### src/rtl/div_unit.sv
// div_unit: multi-cycle radix-2 restoring divider for MIPS DIV/DIVU.
// Produces {remainder, quotient} for HI/LO. While start_i is high and the
// result is not yet ready, it holds stallreq_o high. A flush cancels any
// operation that is in flight.
// Optional build macro DIV_EARLY_OUT_EN: when the dividend magnitude is
// below the divisor magnitude, the result is finished in one cycle.
module div_unit #(
    parameter int WIDTH = 32
) (
    input  logic                 clk,
    input  logic                 rst,
    input  logic                 flush,
    input  logic                 start_i,
    input  logic                 signed_i,
    input  logic [WIDTH-1:0]     dividend_i,
    input  logic [WIDTH-1:0]     divisor_i,
    output logic [2*WIDTH-1:0]   result_o,
    output logic                 ready_o,
    output logic                 stallreq_o
);

    localparam int CW = $clog2(WIDTH) + 1;

    typedef enum logic [1:0] {FREE, BY_ZERO, ON, END} state_t;

    state_t           state, state_next;
    logic [CW-1:0]    cnt;
    logic [WIDTH-1:0] rem;     // partial remainder
    logic [WIDTH-1:0] dvd;     // dividend magnitude shifting out, quotient shifting in
    logic [WIDTH-1:0] dvs;     // divisor magnitude
    logic             neg_q;
    logic             neg_r;

    // Operand sign handling at acceptance
    logic             a_neg, b_neg;
    logic [WIDTH-1:0] a_mag, b_mag;
    logic             div_zero;
    logic             early;

    assign a_neg    = signed_i & dividend_i[WIDTH-1];
    assign b_neg    = signed_i & divisor_i[WIDTH-1];
    // abs(0x80..0) keeps the same bit pattern and is correct as an unsigned magnitude
    assign a_mag    = a_neg ? (~dividend_i + 1'b1) : dividend_i;
    assign b_mag    = b_neg ? (~divisor_i + 1'b1) : divisor_i;
    assign div_zero = (divisor_i == '0);

`ifdef DIV_EARLY_OUT_EN
    assign early = (a_mag < b_mag);
`else
    assign early = 1'b0;
`endif

    // One restoring step: rem < dvs holds, so the shifted value fits in WIDTH+1 bits
    logic [WIDTH:0]   shifted;
    logic [WIDTH:0]   diff;
    logic             take;
    logic [WIDTH-1:0] rem_nxt;
    logic [WIDTH-1:0] dvd_nxt;
    logic             last;
    logic [WIDTH-1:0] q_fin;
    logic [WIDTH-1:0] r_fin;

    assign shifted = {rem, dvd[WIDTH-1]};
    assign diff    = shifted - {1'b0, dvs};
    assign take    = ~diff[WIDTH];
    assign rem_nxt = take ? diff[WIDTH-1:0] : shifted[WIDTH-1:0];
    assign dvd_nxt = {dvd[WIDTH-2:0], take};
    assign last    = (cnt == CW'(WIDTH - 1));
    assign q_fin   = neg_q ? (~dvd_nxt + 1'b1) : dvd_nxt;
    assign r_fin   = neg_r ? (~rem_nxt + 1'b1) : rem_nxt;

    assign stallreq_o = start_i & ~ready_o;

    // State register
    always_ff @(posedge clk or posedge rst) begin
        if (rst) state <= FREE;
        else     state <= state_next;
    end

    // Next-state logic; flush overrides both acceptance and completion
    always_comb begin
        state_next = state;
        if (flush) begin
            state_next = FREE;
        end else begin
            case (state)
                FREE: begin
                    if (start_i) begin
                        if (div_zero)   state_next = BY_ZERO;
                        else if (early) state_next = END;
                        else            state_next = ON;
                    end
                end
                ON:      if (last) state_next = END;
                BY_ZERO: state_next = END;
                END:     if (!start_i) state_next = FREE;
                default: state_next = FREE;
            endcase
        end
    end

    // Datapath: operand capture, iteration, and result registration
    always_ff @(posedge clk or posedge rst) begin
        if (rst) begin
            cnt      <= '0;
            rem      <= '0;
            dvd      <= '0;
            dvs      <= '0;
            neg_q    <= 1'b0;
            neg_r    <= 1'b0;
            result_o <= '0;
            ready_o  <= 1'b0;
        end else if (flush) begin
            cnt      <= '0;
            rem      <= '0;
            dvd      <= '0;
            dvs      <= '0;
            neg_q    <= 1'b0;
            neg_r    <= 1'b0;
            result_o <= '0;
            ready_o  <= 1'b0;
        end else begin
            case (state)
                FREE: begin
                    result_o <= '0;
                    ready_o  <= 1'b0;
                    if (start_i) begin
                        cnt   <= '0;
                        rem   <= '0;
                        dvd   <= a_mag;
                        dvs   <= b_mag;
                        neg_q <= a_neg ^ b_neg;
                        neg_r <= a_neg;
                        if (!div_zero && early) begin
                            // |a| < |b|: quotient 0, remainder is the dividend itself
                            result_o <= {dividend_i, {WIDTH{1'b0}}};
                            ready_o  <= 1'b1;
                        end
                    end
                end
                ON: begin
                    rem <= rem_nxt;
                    dvd <= dvd_nxt;
                    cnt <= cnt + 1'b1;
                    if (last) begin
                        result_o <= {r_fin, q_fin};
                        ready_o  <= 1'b1;
                    end
                end
                BY_ZERO: begin
                    // Architecturally unpredictable; defined as zero here
                    result_o <= '0;
                    ready_o  <= 1'b1;
                end
                END: begin
                    if (!start_i) begin
                        result_o <= '0;
                        ready_o  <= 1'b0;
                    end
                end
                default: begin
                    result_o <= '0;
                    ready_o  <= 1'b0;
                end
            endcase
        end
    end

endmodule

### config.mk
export PLATFORM = sky130hd
export DESIGN_NAME = div_unit
export DESIGN_NICKNAME = d
export VERILOG_FILES = /design/src/rtl/div_unit.sv
export SDC_FILE = /design/constraint.sdc
export NUM_CORES = 1
export LEC_CHECK = 0
export BUFFER_PORTS_ARGS = -buffer_cell sky130_fd_sc_hd__buf_2
export CORE_ASPECT_RATIO = 1.25
export CORE_UTILIZATION = 45
export CTS_CLUSTER_SIZE = 10
export DETAILED_ROUTE_END_ITERATION = 12
export PLACE_DENSITY = 0.64
export SYNTH_ARGS = -nofsm -noshare
export SYNTH_HDL_FRONTEND = slang
export SYNTH_SLANG_ARGS = --single-unit
### constraint.sdc
create_clock -name clk -period 9.1 [get_ports clk]
set_clock_uncertainty 0.1 [all_clocks]
set_input_delay 0.455 -clock clk [delete_from_list [all_inputs] [get_ports clk]]
set_output_delay 0.455 -clock clk [all_outputs]
set_load 0.05 [all_outputs]
==> results.py <==
metrics = {
    "sta": {
        "tightestPinTransition_ns": 1.034,
        "finalCriticalPeriod_ns": 5.594,
        "max_freq_mhz": 178.8,
        "hold_viol_final": 0,
        "setup_violations": 0,
        "grt_setup_unrepaired": "false",
        "finalCritPeriodShare": 0.6147,
        "fin_setup_tns_ns": 0,
        "finalMaxSlewViolations": 0,
        "max_slew_margin": 0.3104,
    },
    "critical_path": {
        "regToRegEndpoint": "result_o[58]$_DFFE_PP0P_",
        "crit_path_top_delay_cell": "buf_4",
        "r2r_start": "dvd[31]$_DFFE_PP0P_",
        "end_kind": "flip-flop",
        "max_stage_delay_ns": 0.58,
        "cp-start-kind": "flip-flop",
        "path_cells": "inv_1 -> ha_1 -> inv_1 -> fa_1 -> a211oi_2 -> o21ai_2 -> and3_1 -> o211ai_2 -> a21oi_2 -> nor2_4 -> buf_4 -> mux2i_1 -> ha_1 -> nand2_1 -> nor3_1 -> o21ai_0 -> o41ai_1 -> nand3_1 -> o21ai_1 -> xnor2_1 -> o21ai_1",
        "critPathRequiredTime_ns": 9.31,
        "worst-path-buf-inv": 3,
        "crit_path_max_fanout": 57,
        "critical_path.top_delay_family": "compound AO/OA/AOI/OAI gates",
        "regToRegSetupSlack_ns": 3.51,
        "crit_type": "flip-flop to flip-flop",
        "crit_arrival_ns": 5.80,
        "rr_worst_depth": 21,
    },
    "flow_run": {
        "cap_violations": 0,
    },
    "global_routing": {
        "grt_pass1_vias": 11450,
        "grt_pass1_wl_mm": 61.84,
        "grt-ovfl-total": 0,
        "grt_max_degree": 104,
        "grt_usage": 0.2835,
        "antenna_found_initial": 1,
    },
    "power_and_ir_drop": {
        "p_per_area_mw_per_mm2": 204.1,
        "p_leak_uw": 0.006055,
        "peakVddDrop_mv": 0.1170,
    },
    "routing": {
        "top_layer": "met5",
        "wl_met3_mm": 1.719,
        "routed_wl_mm": 38.30,
        "drtPass1Iterations": 5,
        "drc_errors": 0,
        "vias": 11610,
        "ant_nets": 0,
        "routed_via_density": 5.906,
        "met1Wirelength_mm": 15.26,
        "dr_wl_met2_mm": 19.62,
        "wl_per_cell_um": 19.49,
        "drt_iter0_markers": 676,
    },
    "die": {
        "coreArea_sq_mm": 0.02683,
        "ioPinCount": 135,
        "rows": 67,
        "die_x_um": 149.7,
        "die_h_um": 186.6,
        "die_area_sq_mm": 0.02792,
        "start_util": 0.4572,
    },
    "clock_network": {
        "cts_resized": 0,
        "htreeDepth": 4,
        "path_clk_slew_ns": 0.07,
        "cts_hold_buffers": 0,
        "cts_tree": "yes",
        "cts_buffers": 17,
        "cts.sinks": 171,
        "cts_root_buffer": "clkbuf_16",
        "clk_latency_ns": 0.45,
        "post_cts_buffers": 0,
        "cts_buffer_depth": 2,
    },
    "yosys": {
        "synth-edff-count": 0,
        "yosysSeqAreaShare": 0.3489,
        "synth_fp_nets": 1633,
        "synth_ff_type": "dfrtp_1",
        "synth_top_area_cell": "dfrtp_1",
        "netlist_area_sq_mm": 0.01226,
        "synth-async-reset-ratio": 1.000,
        "ys_seq_elements": 171,
        "synth.avg_cell_area_sq_um": 8.058,
        "synth.top_cell.area_share": 0.3489,
        "netlist-cell-type-count": 82,
        "synth_warnings": 0,
        "synthCells": 1522,
        "ys_top_cells_by_area": "dfrtp_1 35%, o21ai_0 8.4%, nand2_1 7.3%",
    },
    "place": {
        "dp.cells": 1934,
        "place_congestion": 0.9931,
        "io_buffers": 134,
        "post-dp-hpwl_mm": 28.73,
    },
    "finish": {
        "instances_no_fill": 1965,
        "antenna_cells": 0,
        "syn_to_final_growth_pct": 12.02,
        "fin_util": 0.5121,
        "drive_above_1_share": 0.1370,
        "fill_cells": 2630,
        "nNetsFinal": 1719,
    },
    "status": {
        "status": "finished clean",
    },
    "min_path": {
        "hold_class": "input port to asynchronous set/reset pin",
    },
}
==> through the flow <==
step	hold WS [ns]	total power (uW)	area [sq um]	worst slack, ns
2_1_floorplan	0.3359	1731	12260	3.913
3_3_place_gp	0.3604	2042	13150	3.763
3_5_place_dp	0.3630	2055	13150	3.599
4_1_cts	0.1870	2813	13740	3.565
5_1_grt	0.2186	2971	13740	2.918
6_report	0.1470	2804	13740	3.506
==> worst max-delay path by stage <==
stage | end | cells past startpoint | slack (ns) | start
floorplan | cnt[0]$_DFFE_PP0P_ | 1 | 3.91 | rst
detailed placement | result_o[58]$_DFFE_PP0P_ | 21 | 3.60 | dvd[31]$_DFFE_PP0P_
global placement | result_o[58]$_DFFE_PP0P_ | 21 | 3.76 | dvd[31]$_DFFE_PP0P_
CTS | result_o[58]$_DFFE_PP0P_ | 21 | 3.56 | dvd[31]$_DFFE_PP0P_
finish | result_o[58]$_DFFE_PP0P_ | 21 | 3.51 | dvd[31]$_DFFE_PP0P_
global route | result_o[58]$_DFFE_PP0P_ | 22 | 2.92 | dvd[31]$_DFFE_PP0P_
==> registers in the layout, indices dropped and copies added, names as in the netlist <==
register / flops
dvd: 32
ready_o: 1
neg_r: 1
neg_q: 1
state: 2
result_o: 64
cnt: 6
rem: 32
dvs: 32
==> cell type report <==
type                    count  area [sq um]  share of cell area
well taps                 345         431.7             0.03142
inverters                  58         222.7             0.01621
clock inverters            12         137.6             0.01002
multi-input cells        1216          7468              0.5436
repair buffers            144         745.7             0.05428
clock buffers              19         452.9             0.03297
flip-flops and latches    171          4279              0.3115
==> cells in the mapped netlist, types with 7 or more instances <==
master    count
xor2_1       86
nand3b_1      7
clkbuf_1     60
nor4_1       14
mux2i_1      27
o21ai_1      36
a211oi_1      8
nor3_1       27
o31ai_1      31
xnor2_1      52
inv_1        57
buf_2        10
and2_1        7
nand2_1     237
or3_1        22
and3_1        7
ha_1         41
nand2b_1     10
o41ai_1      15
o21ai_0     206
o211ai_1      8
dfrtp_1     171
or4_1        10
nor2_1      107
nand3_1      18
o21a_1        8
a21oi_1     100
a31oi_1      14
a21o_1       15
==> report_power, final <==
part | leakage [uW] | switching, uW | internal, uW
sequential | 0.00233 | 116 | 862
combinational | 0.00344 | 745 | 324
clock | 0.000292 | 335 | 422
==> cells by family after synthesis <==
logic type               after synthesis  synth area share
buffers and inverters                135           0.04417
flip-flops                           171            0.3489
AND/OR/NAND/NOR                      505            0.1933
adder cells (fa/ha/maj)               42           0.04346
AO/OA/AOI/OAI                        504            0.2495
multiplexers                          27           0.02204
XOR/XNOR                             138           0.09855
==> cells in the final DEF, fill, tap and decap left out, types with 14 or more instances in the layout <==
master / n
a21o_1: 15
a21oi_1: 99
a31oi_1: 14
buf_2: 134
clkbuf_16: 17
dfrtp_1: 171
ha_1: 40
inv_1: 56
mux2i_1: 27
nand2_1: 237
nand3_1: 18
nor2_1: 106
nor3_1: 27
nor4_1: 14
o21ai_0: 206
o21ai_1: 36
o31ai_1: 31
o41ai_1: 15
or3_1: 22
xnor2_1: 52
xor2_1: 86
==> routing by layer <==
metal	global-route usage	vias up
li1	-	5570
met1	0.3312	5605
met2	0.4968	337
met3	0.04939	91
met4	0.1333	2
met5	0	-
Note: power is estimated with default switching activity, not from simulation.
